<file path="src/rtl/mem_arb_pkg.sv">
// Shared state encodings and requester ids for the memory port arbiter.
package mem_arb_pkg;
    localparam logic [1:0] IDLE      = 2'd0;
    localparam logic [1:0] GRANT     = 2'd1;
    localparam logic [1:0] WAIT_RESP = 2'd2;

    localparam logic REQ_SCALAR = 1'b0;
    localparam logic REQ_VECTOR = 1'b1;
endpackage

</file>
<file path="src/rtl/mem_arb_pick.sv">
// Two-way priority picker: prio_idx wins when both request, otherwise the lone requester wins.
module mem_arb_pick (
    input  logic [1:0] req,
    input  logic       prio_idx,
    output logic       grant_idx,
    output logic       any
);
    always_comb begin
        any       = |req;
        grant_idx = req[prio_idx] ? prio_idx : ~prio_idx;
    end
endmodule

</file>
<file path="src/rtl/mem_port_arbiter.sv">
// Shares one memory port between the scalar LSU (0) and the vector LSU (1), one transaction at a time.
// Define ARB_ROUND_ROBIN_EN for alternating tie-break priority; default is fixed priority to index 0.
module mem_port_arbiter
    import mem_arb_pkg::*;
#(
    parameter int unsigned AW       = 32,
    parameter int unsigned DW       = 32,
    parameter int unsigned LOCK_MAX = 2
) (
    input  logic                clk,
    input  logic                rst_n,
    input  logic [1:0]          req_valid,
    output logic [1:0]          req_ready,
    input  logic [2*AW-1:0]     req_addr,
    input  logic [2*DW-1:0]     req_wdata,
    input  logic [2*DW/8-1:0]   req_wmask,
    input  logic [1:0]          req_write,
    input  logic [1:0]          req_lock,
    output logic [1:0]          resp_valid,
    output logic [DW-1:0]       resp_rdata,
    output logic [AW-1:0]       m_addr,
    output logic [DW-1:0]       m_wdata,
    output logic [DW/8-1:0]     m_wmask,
    output logic                m_write,
    output logic                m_valid,
    input  logic                m_ready,
    input  logic                m_resp_valid,
    input  logic [DW-1:0]       m_resp_rdata,
    output logic                grant_id,
    output logic                busy
);
    localparam int unsigned MW  = DW / 8;
    localparam int unsigned LCW = (LOCK_MAX > 1) ? $clog2(LOCK_MAX) : 1;
    localparam logic [LCW-1:0] LOCK_LAST = LCW'(LOCK_MAX - 1);

    logic [1:0]     state_q, state_d;
    logic           owner_q, owner_d;
    logic [LCW-1:0] lock_cnt_q, lock_cnt_d;
    logic           lock_held_q, lock_held_d;
    logic           prio_idx, pick_idx, pick_any;
    logic           complete, lock_now;

    logic [AW-1:0]  own_addr;
    logic [DW-1:0]  own_wdata;
    logic [MW-1:0]  own_wmask;
    logic           own_write;

`ifdef ARB_ROUND_ROBIN_EN
    logic rr_ptr_q, rr_ptr_d;
    assign prio_idx = rr_ptr_q;
`else
    assign prio_idx = REQ_SCALAR;
`endif

    mem_arb_pick u_pick (
        .req       (req_valid),
        .prio_idx  (prio_idx),
        .grant_idx (pick_idx),
        .any       (pick_any)
    );

    assign own_addr   = owner_q ? req_addr[AW +: AW]   : req_addr[0 +: AW];
    assign own_wdata  = owner_q ? req_wdata[DW +: DW]  : req_wdata[0 +: DW];
    assign own_wmask  = owner_q ? req_wmask[MW +: MW]  : req_wmask[0 +: MW];
    assign own_write  = req_write[owner_q];
    assign busy       = (state_q != IDLE);
    assign grant_id   = busy & owner_q;
    assign resp_rdata = m_resp_rdata;

    always_comb begin
        state_d     = state_q;
        owner_d     = owner_q;
        lock_cnt_d  = lock_cnt_q;
        lock_held_d = lock_held_q;
        m_valid     = 1'b0;
        m_addr      = '0;
        m_wdata     = '0;
        m_wmask     = '0;
        m_write     = 1'b0;
        req_ready   = 2'b00;
        resp_valid  = 2'b00;
        complete    = 1'b0;
        lock_now    = 1'b0;
        case (state_q)
            IDLE: begin
                if (pick_any) begin
                    owner_d = pick_idx;
                    state_d = GRANT;
                end
            end
            GRANT: begin
                m_valid            = req_valid[owner_q];
                m_addr             = own_addr;
                m_wdata            = own_wdata;
                m_wmask            = own_wmask;
                m_write            = own_write;
                req_ready[owner_q] = m_ready & req_valid[owner_q];
                lock_now           = req_lock[owner_q];
                if (!req_valid[owner_q]) begin
                    state_d    = IDLE;
                    lock_cnt_d = '0;
                end else if (m_ready) begin
                    if (own_write) begin
                        complete = 1'b1;
                    end else if (m_resp_valid) begin
                        resp_valid[owner_q] = 1'b1;
                        complete            = 1'b1;
                    end else begin
                        // The requester may move on once accepted, so remember its lock request.
                        state_d     = WAIT_RESP;
                        lock_held_d = req_lock[owner_q];
                    end
                end
            end
            WAIT_RESP: begin
                lock_now = lock_held_q;
                if (m_resp_valid) begin
                    resp_valid[owner_q] = 1'b1;
                    complete            = 1'b1;
                end
            end
            default: state_d = IDLE;
        endcase

        if (complete) begin
            if (lock_now && (lock_cnt_q < LOCK_LAST)) begin
                state_d    = GRANT;
                lock_cnt_d = lock_cnt_q + 1'b1;
            end else begin
                state_d    = IDLE;
                lock_cnt_d = '0;
            end
        end
    end

`ifdef ARB_ROUND_ROBIN_EN
    always_comb begin
        rr_ptr_d = rr_ptr_q;
        if (state_q != IDLE && state_d == IDLE) rr_ptr_d = ~owner_q;
    end
`endif

    always_ff @(posedge clk) begin
        if (!rst_n) begin
            state_q     <= IDLE;
            owner_q     <= REQ_SCALAR;
            lock_cnt_q  <= '0;
            lock_held_q <= 1'b0;
`ifdef ARB_ROUND_ROBIN_EN
            rr_ptr_q    <= REQ_SCALAR;
`endif
        end else begin
            state_q     <= state_d;
            owner_q     <= owner_d;
            lock_cnt_q  <= lock_cnt_d;
            lock_held_q <= lock_held_d;
`ifdef ARB_ROUND_ROBIN_EN
            rr_ptr_q    <= rr_ptr_d;
`endif
        end
    end
endmodule

</file>
<file path="config.mk">
export PLATFORM = sky130hd
export DESIGN_NAME = mem_port_arbiter
export DESIGN_NICKNAME = d
export VERILOG_FILES = /design/src/rtl/mem_arb_pkg.sv /design/src/rtl/mem_arb_pick.sv /design/src/rtl/mem_port_arbiter.sv
export SDC_FILE = /design/constraint.sdc
export NUM_CORES = 1
export LEC_CHECK = 0
export BUFFER_PORTS_ARGS = -buffer_cell sky130_fd_sc_hd__buf_4
export CORE_AREA = 2 2 112 114
export DETAILED_ROUTE_END_ITERATION = 8
export DIE_AREA = 0 0 114 116
export PLACE_DENSITY = 0.46
export SETUP_SLACK_MARGIN = 0.3
export SYNTH_ARGS = -nofsm -noshare
export SYNTH_HDL_FRONTEND = slang
export SYNTH_SLANG_ARGS = --single-unit
export TNS_END_PERCENT = 20
</file>
<file path="constraint.sdc">
create_clock -name clk -period 2.3 [get_ports clk]
set_input_delay 0.23 -clock clk [delete_from_list [all_inputs] [get_ports clk]]
set_output_delay 0.23 -clock clk [all_outputs]
set_load 0.03 [all_outputs]
</file>
# Word-level counts from Yosys, hierarchy flattened

Index checks and enable logic that the tools add are counted.
Widths: inputs -> output; s select.

Add/subtract/negate cells: 1
Order comparisons: 3
Eq/ne operators: 8
Mux-type cells: 41
Bitwise operators: 5
Reductions and logical operators: 10

Operators by type and width:

| cell                | number |
|---|---|
| $mux 32             | 4 |
| $mux 2              | 11 |
| $mux 1              | 19 |
| $ne 4x4->1 const B  | 3 |
| $reduce_and 5->1    | 2 |
| $mux 4              | 2 |
| $pmux 2 s3          | 1 |
| $ne 2x2->1 const B  | 2 |
| $pmux 1 s2          | 2 |
| $pmux 2 s2          | 1 |
| $reduce_and 2->1    | 2 |
| $reduce_bool 2->1   | 2 |
| $ne 3x3->1 const B  | 1 |
| $and 1x1->1         | 2 |
| $and 2x2->2         | 1 |
| $eq 2x1->1 const B  | 1 |
| $eq 2x2->1 const B  | 1 |
| $logic_and 1x1->1   | 2 |
| $logic_not 2->1     | 1 |
| $lt 1x2->1 const B  | 1 |
| $not 1->1           | 2 |
| $reduce_or 2->1     | 1 |
| $add 1x1->1 const B | 1 |
| $demux 1 s1         | 1 |
| other kinds (2)     | 2 |

Register bits: 5
Bits of input ports: 178
Output and inout port bits: 108
Logic and storage cells: 72

# Depth between registers and ports, before layout

Depth in word-level cells: 9
Depth in mapped cells: 7
Gate-level depth less buffers: 6

# Hierarchy

A second synthesis with hierarchy kept.

Cells, all modules: 249
Area, all modules: 1921.8 sq um

Modules (own cells, without submodules):

| module           | instances | cells each | area each (sq um) | seq. area each (sq um) |
|---|---|---|---|---|
| mem_port_arbiter | 1         | 246        | 1901.8            | 100.1 |
| mem_arb_pick     | 1         | 3          | 20.0              | 0.0 |

# Least setup slack after synthesis

OpenSTA, ideal clock, no wires.

Kind: register to output
Start point: register owner_q
End point: output req_ready[1]
Arrival time: 1.578 ns
Required time: 2.070 ns
Setup slack: 0.492 ns
Stages on the path, launching flop included: 6
Buffers on the path: 3
Path through: dfxtp_1 -> buf_6 -> buf_6 -> buf_2 -> inv_1 -> nor3_1

Word-level cells in the longest chain between the ends: 6
Elaborated cells between the ends (all ways): 10
Those cells by class: 2 x order compare; 5 x mux; 2 x bitwise; 1 x reduce/logical

RTL lines:

| element                                                               | RTL line                | source |
|---|---|---|
| start, declared                                                       | mem_port_arbiter.sv:37  | `logic owner_q, owner_d;` |
| start signal, assigned                                                | mem_port_arbiter.sv:154 | `owner_q <= owner_d;` |
| $lt 1x2->1 (not written as such) / $ge 1x1->1 (equally long branches) | mem_port_arbiter.sv:97  | `req_ready[owner_q] = m_ready & req_valid[owner_q];` |
| $logic_and 1x1->1 (not written as such)                               | mem_port_arbiter.sv:97  |  |
| $mux 1 (not written as such)                                          | mem_port_arbiter.sv:97  |  |
| $demux 1 s1                                                           | mem_port_arbiter.sv:97  |  |
| $and 2x2->2 (no source line) *                                        | --                      |  |
| $mux 2 *                                                              | mem_port_arbiter.sv:84  | `case (state_q)` |
| end, declared                                                         | mem_port_arbiter.sv:13  | `output logic [1:0] req_ready,` |

Every way passes the cells marked *; elsewhere a longest branch is shown, timed or not. The select of a mux whose other input is x is not followed.

# Worst setup path in the final report

Start point: register state_q[1]
End point: output resp_valid[1]

Word-level cells in the longest chain between the ends: 2
Elaborated cells between the ends (all ways): 3
Those cells by class: 2 x eq/ne; 1 x mux

RTL lines:

| element                                         | RTL line                | source |
|---|---|---|
| start, declared                                 | mem_port_arbiter.sv:36  | `logic [1:0] state_q, state_d;` |
| start signal, assigned                          | mem_port_arbiter.sv:153 | `state_q <= state_d;` |
| $eq 2x2->1 / $eq 2x1->1 (equally long branches) | mem_port_arbiter.sv:84  |  |
| $pmux 2 s2 *                                    | mem_port_arbiter.sv:84  |  |
| end, declared                                   | mem_port_arbiter.sv:19  | `output logic [1:0] resp_valid,` |

Every way passes the cells marked *; elsewhere a longest branch is shown, timed or not.

==> reports/metrics.cfg <==
[outcome]
status=complete, no violations

[timing]
rsz0062_at_grt=no
fin_worst_skew_ns=0.00302
hold_viol=0
tns_ns=0
finalSetupViolCount=0
fin_crit_ns=1.83
setup_slack_ns=0.471
fin_crit_sh=0.795
holdWs_ns=0.216
worst_pin_slew_ns=0.446
max_slew_margin=0.700
slew_violations=0
fmax_mhz=547

[cts]
clock-root-buffer=clkbuf_16
clock_latency_ns=0.24
tritoncts=built
post-cts-setup-buffers=0
htree_num_levels=1
cts_buffer_depth=2
clock-sinks=5
cts_made_buffers=3
clk_pin_slew_ns=0.04

[route]
wl_met3_um=703
wl_mm=7.75
met1_length_mm=2.79
via_per_inst=4.10
drt-wirelength-per-cell_um=13.6
drtIter0Drc=52
postRouteAntennaNets=0
firstDrtPassIters=4
vias=2342
wl_met2_mm=4.17
routed.top_layer=met4
route.detailed.drc=0

[yosys]
async_flop_share=0
synthFlopType=dfxtp_1
syn_area_mm2=0.00192
yosysUniqueCellTypes=33
synth-seq-cells=5
synth-warning-count=0
syn_nets=425
yosysSeqAreaShare=0.0521
synth_top_cell_area_share=0.370
postSynthAreaPerCell_um2=7.87
synth_edf_count=0
synth_area_leaders=mux2i_1, nor2b_1, buf_4, dfxtp_1, buf_2
synth_top_cell_by_area=mux2i_1
syn-instance-count=244

[power]
p_clk_frac=0.172
p_int_mw=0.937
combPwrFrac=0.768
p_leak_nw=1.72
switchingPower_mw=0.801
p_seq_frac=0.060
switching_share=0.461
p_per_area_mw_per_mm2=487
ir_drop_v=0.000305

[floorplanning]
die_x_um=114
die_h_um=116
io_pins=286
die_area_mm2=0.0132
initial_utilization=0.161
core_area_mm2=0.0119
row_count=40

[grt]
grt_overflow_total=0
grt_pass1_vias=2188
grtUsageTotal=0.102
grt_pass1_wl_mm=10.8
grt_max_degree=40
antenna_found_initial=0

[placed_design]
io_buffers=221
place.gp.congestion=0.809
post-place-ws_ns=0.607
dpl.hpwl_mm=6.49

[worst_setup_path]
crit_buf_inv=2
max_stage_delay_ns=0.32
crit_slowest_cell=dfxtp_1
critPathRequiredTime_ns=2.07
path_class=flip-flop to output port
path_cells=inv_1, ha_2, nand2_1, nor3_1, o211ai_1, nor2_1, buf_4
cp-end-kind=output port
crit_fanout=5
worstPathArrival_ns=1.60
cp_top_family=simple AND/OR/NAND/NOR gates
critPathLaunchType=flip-flop

[worst_hold_path]
hold_class=input port to flip-flop

[flow_run]
cap_violations=0

[layout]
fin_nets=606
antenna_cells=0
areaGrowthSynthToFinish_pct=85.7
drive_gt1_frac=0.559
nFillCells=1267

-- layout by cell type (no fill, tap or decap), drive strengths merged --
cell / synthesis / routed
a21oi: 3 / 3
o211a: 1 / 1
clkbuf: 7 / 3
nor3: 4 / 4
mux2: 2 / 2
nor2: 5 / 5
nand3: 3 / 3
dfxtp: 5 / 5
a311oi: 1 / 1
nand2: 5 / 5
nor4: 1 / 1
nor2b: 68 / 68
mux2i: 72 / 72
clkinv: 0 / 1
nand2b: 1 / 1
a21o: 1 / 1
and2: 1 / 1
o311ai: 1 / 1
a211oi: 2 / 2
nand3b: 1 / 1
inv: 8 / 8
o21a: 1 / 1
o211ai: 1 / 1
buf: 42 / 225
a41o: 1 / 1
o21ai: 3 / 3
ha: 3 / 3
and3: 1 / 1
-- power by group through the flow --
stage | logic, mW | clock network (mW) | registers, mW
finish | 1.33 | 0.299 | 0.104
global route | 1.42 | 0.313 | 0.105
CTS | 1.35 | 0.303 | 0.104
detailed placement | 1.35 | 0 | 0.105
global placement | 1.35 | 0 | 0.104
floorplan | 0.921 | 0 | 0.0981
-- registers in the layout, indices dropped and copies added, names as in the netlist --
signal,cells
owner_q,1
lock_cnt_q,1
state_q,2
lock_held_q,1
-- cell usage after synthesis, drive strengths merged, types with 2 or more instances --
| master | count |
|---|---|
| mux2i | 72 |
| nor2b | 68 |
| buf | 42 |
| inv | 8 |
| clkbuf | 7 |
| dfxtp | 5 |
| nand2 | 5 |
| nor2 | 5 |
| nor3 | 4 |
| a21oi | 3 |
| ha | 3 |
| nand3 | 3 |
| o21ai | 3 |
| a211oi | 2 |
| mux2 | 2 |
-- cell families after synthesis --
logic type	Yosys count	synth area share
AOI/OAI and AO/OA	15	0.0671
adders and majority gates	3	0.0195
buffers and inverters	57	0.187
DFF	5	0.0521
muxes	74	0.395
and+or+nand+nor	90	0.279
-- worst paths after layout --
| check | start | to | slack [ns] | depth (start not counted) |
|---|---|---|---|---|
| worst max register to register | state_q[1] | state_q[0] | 0.62 | 7 |
| worst min-delay path | req_valid[0] | owner_q | 0.22 | 2 |
| worst min register to register | lock_cnt_q | lock_cnt_q | 0.49 | 2 |
| worst max-delay path | state_q[1] | resp_valid[1] | 0.47 | 7 |
-- worst reg2reg max path, cell delays in order (launching register included) --
cell      delay [ns]
dfxtp_1         0.32
inv_1           0.08
ha_2            0.20
buf_4           0.30
nand2b_1        0.12
o211a_1         0.22
o21a_1          0.12
a311oi_2        0.24
-- repair_timing --
action | CTS | global route
endpoints found under the setup margin | 0 | 1
hold endpoints to repair | 0 | 0
resized for setup | 0 | 1
hold buffers | 0 | 0
-- cell type report --
class | count | area [µm²] | share of cell area
sequential | 5 | 104 | 0.0291
timing repair buffer | 225 | 1710 | 0.478
clock inverter | 1 | 5.00 | 0.00140
multi-input combinational | 182 | 1460 | 0.410
clock buffer | 3 | 75.1 | 0.0210
tap | 147 | 184 | 0.0516
inverter | 8 | 30.0 | 0.00842
-- per-stage QoR --
step	utilization	area [µm²]	cells	total power, mW
after global routing	0.299	3570	571	1.84
after detailed placement	0.292	3480	567	1.45
final	0.299	3570	571	1.74
after global placement	0.292	3480	567	1.46
after CTS	0.299	3560	571	1.76
after floorplan	-	1920	244	1.02
-- layer usage --
metal | global-route usage | vias up
li1 | - | 1148
met1 | 0.109 | 1051
met2 | 0.200 | 134
met3 | 0.0225 | 9
met4 | 0.0276 | 0
met5 | 0 | -
Note: power is estimated with default switching activity, not from simulation.
